### config.mk
export PLATFORM = sky130hd
export DESIGN_NAME = popcount_neuron_acc
export DESIGN_NICKNAME = d
export VERILOG_FILES = /design/src/rtl/popcount_neuron_acc.sv
export SDC_FILE = /design/constraint.sdc
export NUM_CORES = 1
export LEC_CHECK = 0
export BUFFER_PORTS_ARGS = -buffer_cell sky130_fd_sc_hd__buf_2
export CAP_MARGIN = 20
export CORE_MARGIN = 4
export CORE_UTILIZATION = 35
export DETAILED_ROUTE_END_ITERATION = 10
export GPL_ROUTABILITY_DRIVEN = 0
export HOLD_SLACK_MARGIN = 0.06
export PLACE_DENSITY = 0.61
export SLEW_MARGIN = 30
export SYNTH_ARGS = -nofsm -noshare
export SYNTH_HDL_FRONTEND = slang
export SYNTH_SLANG_ARGS = --single-unit
### constraint.sdc
create_clock -name clk -period 2.6 [get_ports clk]
set_clock_uncertainty 0.05 [all_clocks]
set_input_delay 0.52 -clock clk [delete_from_list [all_inputs] [get_ports clk]]
set_output_delay 0.52 -clock clk [all_outputs]
set_load 0.02 [all_outputs]
### src/rtl/popcount_neuron_acc.sv
// Streaming popcount neuron: counts set bits per beat, accumulates a frame with
// saturation (exact or LSB-truncated), and presents sum + fire bit on a held handshake.
module popcount_neuron_acc #(
  parameter int WIDTH       = 18,
  parameter int ACC_W       = 8,
  parameter int APPROX_DROP = 2
) (
  input  logic             clk,
  input  logic             rst_n,
  input  logic             in_valid,
  output logic             in_ready,
  input  logic [WIDTH-1:0] in_data,
  input  logic             in_last,
  input  logic [ACC_W-1:0] thresh,
  input  logic             approx_en,
  output logic             out_valid,
  input  logic             out_ready,
  output logic [ACC_W-1:0] out_sum,
  output logic             out_fire,
  output logic             out_sat
);

  localparam int CW = $clog2(WIDTH + 1);
  localparam logic [CW-1:0] DROP_MASK = CW'(~((32'd1 << APPROX_DROP) - 32'd1));
  localparam logic [ACC_W-1:0] ACC_MAX = {ACC_W{1'b1}};

  generate
    if (ACC_W < CW) begin : g_param_check
      $error("popcount_neuron_acc: ACC_W must be >= clog2(WIDTH+1)");
    end
  endgenerate

  typedef enum logic [1:0] {
    S_IDLE  = 2'd0,
    S_ACC   = 2'd1,
    S_DRAIN = 2'd2,
    S_OUT   = 2'd3
  } state_t;

  state_t state_q, state_d;

  logic             accept;
  logic             mode_eff;
  logic [CW-1:0]    beat_cnt;
  logic [CW-1:0]    cnt_q;
  logic             cnt_v_q;
  logic [ACC_W-1:0] acc_q;
  logic             sat_q;
  logic [ACC_W-1:0] thresh_q;
  logic             mode_q;
  logic [ACC_W:0]   sum_wide;

  function automatic logic [CW-1:0] popcount(input logic [WIDTH-1:0] d);
    logic [CW-1:0] c;
    c = '0;
    for (int i = 0; i < WIDTH; i++) c = c + CW'(d[i]);
    return c;
  endfunction

  assign accept = in_valid && in_ready;

  // The first beat of a frame must use the mode being captured on that same edge.
  assign mode_eff = (state_q == S_IDLE) ? approx_en : mode_q;
  assign beat_cnt = mode_eff ? (popcount(in_data) & DROP_MASK) : popcount(in_data);
  assign sum_wide = {1'b0, acc_q} + (ACC_W+1)'(cnt_q);

  // NOTE: sequential state uses non-blocking assignments so every register
  // samples pre-edge values, independent of process ordering.
  always_ff @(posedge clk or negedge rst_n) begin
    if (!rst_n) state_q <= S_IDLE;
    else        state_q <= state_d;
  end

  // NOTE: state_d gets a default before the case so no path leaves it unassigned
  // (otherwise synthesis infers a latch).
  always_comb begin
    state_d = state_q;
    unique case (state_q)
      S_IDLE:  if (accept) state_d = in_last ? S_DRAIN : S_ACC;
      S_ACC:   if (accept && in_last) state_d = S_DRAIN;
      S_DRAIN: state_d = S_OUT;
      S_OUT:   if (out_valid && out_ready) state_d = S_IDLE;
      default: state_d = S_IDLE;
    endcase
  end

  always_comb begin
    in_ready = (state_q == S_IDLE) || (state_q == S_ACC);
  end

  // Stage 1: registered per-beat count.
  always_ff @(posedge clk or negedge rst_n) begin
    if (!rst_n) begin
      cnt_q   <= '0;
      cnt_v_q <= 1'b0;
    end else begin
      cnt_v_q <= accept;
      if (accept) cnt_q <= beat_cnt;
    end
  end

  // Stage 2: saturating accumulator plus per-frame captured controls.
  always_ff @(posedge clk or negedge rst_n) begin
    if (!rst_n) begin
      acc_q    <= '0;
      sat_q    <= 1'b0;
      thresh_q <= '0;
      mode_q   <= 1'b0;
    end else if (state_q == S_IDLE && accept) begin
      acc_q    <= '0;
      sat_q    <= 1'b0;
      thresh_q <= thresh;
      mode_q   <= approx_en;
    end else if (cnt_v_q) begin
      if (sum_wide[ACC_W]) begin
        acc_q <= ACC_MAX;
        sat_q <= 1'b1;
      end else begin
        acc_q <= sum_wide[ACC_W-1:0];
      end
    end
  end

  // Result register: loaded once on entering OUT, then held until the handshake.
  always_ff @(posedge clk or negedge rst_n) begin
    if (!rst_n) begin
      out_valid <= 1'b0;
      out_sum   <= '0;
      out_fire  <= 1'b0;
      out_sat   <= 1'b0;
    end else if (state_q == S_OUT && !out_valid) begin
      out_valid <= 1'b1;
      out_sum   <= acc_q;
      out_fire  <= (acc_q >= thresh_q);
      out_sat   <= sat_q;
    end else if (out_valid && out_ready) begin
      out_valid <= 1'b0;
    end
  end

endmodule

Yosys cells after proc, flatten, opt, wreduce, memory -nomap -nowiden
Cells that the tools add are included.

storage, ports and cells
  flip-flop bits (word level) = 37
  input bits = 32
  output and inout bits = 12

operators by class
  add/subtract/negate cells = 18
  order comparisons = 1
  eq/ne operators = 6
  multiplexer cells = 15
  reductions and logical operators = 13

operators by type and width
  operator              number
  $add A5 B1 Y5         13
  $mux W8               3
  $mux W2               5
  $add A8 B5 Y9         1
  $ge A8 B8 Y1          1
  $pmux W2 S4           1
  $mux W1               6
  $ne A2 B2 Y1 const B  3
  $reduce_bool A2 Y1    3
  $add A4 B1 Y5         1
  $logic_and A1 B1 Y1   5
  $add A3 B1 Y4         1
  $eq A2 B2 Y1 const B  2
  $add A2 B1 Y3         1
  $reduce_and A3 Y1     1
  $add A1 B1 Y2         1
  $eq A2 B1 Y1 const B  1
  $logic_not A2 Y1      1
  $reduce_and A2 Y1     1
  $logic_not A1 Y1      1
  $logic_or A1 B1 Y1    1

Longest topological paths before layout
  word-level depth = 18
  gate-level depth with buffers = 14
  depth with buffers taken out = 14

Worst setup path after synthesis
Ideal clock, no wire load.

  path type = input-to-reg
  start point = input in_data[0]
  end point = register cnt_q[4]
  arrival time = 3.905 ns
  data required time = 2.422 ns
  setup slack = -1.483 ns
  stages = 13
  path buffers = 0
  path through = inv_1 fa_1 fa_1 fa_1 fa_1 fa_1 inv_1 ha_1 fa_1 a21oi_1 nor2_1 nor2_1 o21ai_0

on the way
  word-level cells in the longest chain between the ends = 17

ends and longest elaborated chain
  item                          line  text
  start: declaration            12    input logic [WIDTH-1:0] in_data,
  $add A1 B1 Y2                 56    for (int i = 0; i < WIDTH; i++) c = c + CW'(d[i]);
  $add A2 B1 Y3                 56
  $add A3 B1 Y4                 56
  $add A4 B1 Y5                 56
  $add A5 B1 Y5 (13 in series)  56
  end signal: assignment        98    if (accept) cnt_q <= beat_cnt;
  end: declaration              45    logic [CW-1:0] cnt_q;

No other way between the ends.
A chain may end at the register's enable or synchronous reset.

Worst setup path after layout
  start point = input in_data[5]
  end point = register cnt_q[4]

on the way
  word-level cells in the longest chain between the ends = 13

ends and longest elaborated chain
  item                          line
  $add A5 B1 Y5 (13 in series)  56

No other way between the ends.

==> results.ini <==
[timing]
max_freq_ghz=0.262
slew_viol_final=0
hold_violations=0
slew_headroom_pct=46.7
period_minus_slack_ns=3.81
setup_violations=5
period_share_pct=147
worst_pin_slew_ns=0.800
rsz0062_at_grt=yes
layout_setup_ws_ns=-1.21

[global_routing]
grt_max_degree=38
grt_pass1_vias=1829
grtUsageTotal_pct=11.6
antenna_found_initial=0
grt_pass1_wl_mm=8.02
overflow=0

[floorplan]
core_mm2=0.00687
rows=30
start_util_pct=36.5
fp.dieH_um=92.7
dieArea_mm2=0.00859
die_w_um=92.7
ios=44

[pwr]
vdd_ir_drop_max_mv=0.363
fin_total_pwr_mw=3.38
p_leak_nw=1.56
p_per_area_mw_per_mm2=1120

[clock_tree]
cts_htree_levels=2
cts_max_path_buffers=2
cts_buffers=5
clock_sinks=37
ctsHoldBuffers=0
path_clk_slew_ns=0.07
clock_latency_ns=0.29
cts_tree=yes
cts_root_buf=clkbuf_8

[synth]
synth-seq-area-share_pct=36.9
synth_nets=331
syn_inst=261
ys_types=39
ys_seq_elements=37
yosys-top-cells-area=dfrtp_1 37%, ha_1 12%, fa_1 10%
netlist_area_mm2=0.00251
synth_warnings=0
synth_top_area_share_pct=36.9
syn_area_per_cell_um2=9.61
synth_top_area_cell=dfrtp_1

[critical_path]
path_class=in -> reg
start_kind=input port
cpPeakStageDelay_ns=0.56
path_delay_family=adder cells
critPathMaxFanout=2
critPathMostFrequentCell=fa_1
crit_buf_inv=3
worstPathRequired_ns=2.72
cp.arrival_ns=3.94
cp_slowest_cell=fa_1
worst_setup_path_end_kind=flip-flop
crit_path_cell_trace=buf_6 -> inv_2 -> fa_1 -> fa_1 -> fa_1 -> fa_1 -> fa_1 -> inv_2 -> ha_4 -> fa_2 -> a21oi_2 -> nor2_1 -> nor2_1 -> o21ai_1

[route]
viasPerCell=4.55
drc_errors=0
antenna_left=0
first_pass_iters=4
wl_per_cell_um=11.5
dr_total_vias=1847
drt_iter0_markers=88
wl_mm=4.66

[cells_and_area]
diodes=0
layout.cells.non_filler=406
multi_input_area_mm2=0.00136
area_growth_pct=20.1
nNetsFinal=379
final_area_mm2=0.00301
fin_util_pct=43.9
seqCellArea_um2=926
drive_above_1_share_pct=25.8
n_fill_cell=692

[placed_design]
place_area_mm2=0.00284
placed_cells=396
pre_cts_ws_ns=-1.59
dp_hpwl_mm=3.67
numPortBuffers=43

[status]
violations=setup timing
status=finished with violations

[min_path]
hp-class=in -> async

[run]
drv_cap=0

-- worst paths after layout --
check / from / to / slack (ns) / cells after the start
max reg2reg: acc_q[0]$_DFFE_PN0P_ / acc_q[0]$_DFFE_PN0P_ / 0.41 / 7
max in group asynchronous: rst_n / cnt_v_q$_DFF_PN0_ / 1.72 / 1
min: rst_n / thresh_q[4]$_DFFE_PN0P_ / 0.26 / 1
max: in_data[5] / cnt_q[4]$_DFFE_PN0P_ / -1.21 / 14
min reg2reg: mode_q$_DFFE_PN0P_ / mode_q$_DFFE_PN0P_ / 0.42 / 2
min in group clk: thresh[2] / thresh_q[2]$_DFFE_PN0P_ / 0.38 / 3
-- power by group --
part / total (mW) / leakage [nW] / internal [mW] / switching, mW
Clock: 0.513 / 0.0585 / 0.313 / 0.200
Sequential: 0.999 / 0.465 / 0.809 / 0.190
Combinational: 1.87 / 1.04 / 0.887 / 0.985
-- placed cells by master, fill, tap and decap left out, types with 7 or more instances in the layout --
| cell type | netlist | routed |
|---|---|---|
| inv_1 | 51 | 44 |
| buf_2 | 3 | 39 |
| dfrtp_1 | 37 | 37 |
| nand2_1 | 32 | 32 |
| ha_1 | 25 | 24 |
| o21ai_0 | 22 | 20 |
| nor2_1 | 12 | 12 |
| fa_1 | 13 | 12 |
| mux2i_1 | 7 | 7 |
| buf_4 | 0 | 7 |
-- per-layer routing --
layer	vias up	share of wire [%]	GRT usage, %
li1	941	-	-
met5	-	0	0
met3	5	5.3	3.49
met2	32	49	19.7
met1	869	45	14.2
met4	0	1.2	3.30
-- cells by family (layout without fill, tap and decap cells) --
family	Yosys count	count (layout)	share of synthesized area (%)
AND/OR/NAND/NOR	61	61	10.7
buffers and inverters	60	109	10.1
AO/OA/AOI/OAI	49	49	12.9
adder cells (fa/ha/maj)	38	38	22.8
flip-flops	37	37	36.9
multiplexers	13	13	5.49
XOR/XNOR	3	3	1.05
-- through the flow --
stage               TNS [ns]  hold WS (ns)
floorplan              -6.02         0.174
global placement       -6.99         0.400
detailed placement     -7.13         0.409
CTS                    -5.32         0.300
global route           -5.84         0.335
finish                 -5.40         0.263
-- flip-flops by register name, indices dropped and copies added (netlist names), 2 cells and up --
register / count
thresh_q: 8
cnt_q: 5
out_sum: 8
acc_q: 8
state_q: 2
-- repair_timing --
action                     in CTS  in global routing
gates resized for setup        11                  2
setup endpoints to repair       5                  5
setup buffers                   1                  1
pin swaps                       5                  1
-- layout make-up --
cell class                 count  area share, %
tap                           96           3.99
clock inverter                 1          0.997
sequential                    37           30.7
multi-input combinational    164           45.1
inverter                      51           6.60
clock buffer                   7           2.87
timing repair buffer          50           9.72
-- Yosys cell counts, drive strengths merged --
library cell	count
a211oi	3
a21o	2
a21oi	6
a22o	3
a311oi	3
a31oi	2
and2	1
buf	6
clkbuf	3
dfrtp	37
fa	13
ha	25
inv	51
mux2	6
mux2i	7
nand2	33
nand2b	3
nand3	4
nor2	12
nor2b	1
nor3	3
nor3b	2
nor4b	1
o2111a	1
o2111ai	2
o211ai	1
o21a	1
o21ai	22
o21bai	2
o311a	1
or2	1
xnor2	2
xor2	1
Note: power is estimated with default switching activity, not from simulation.
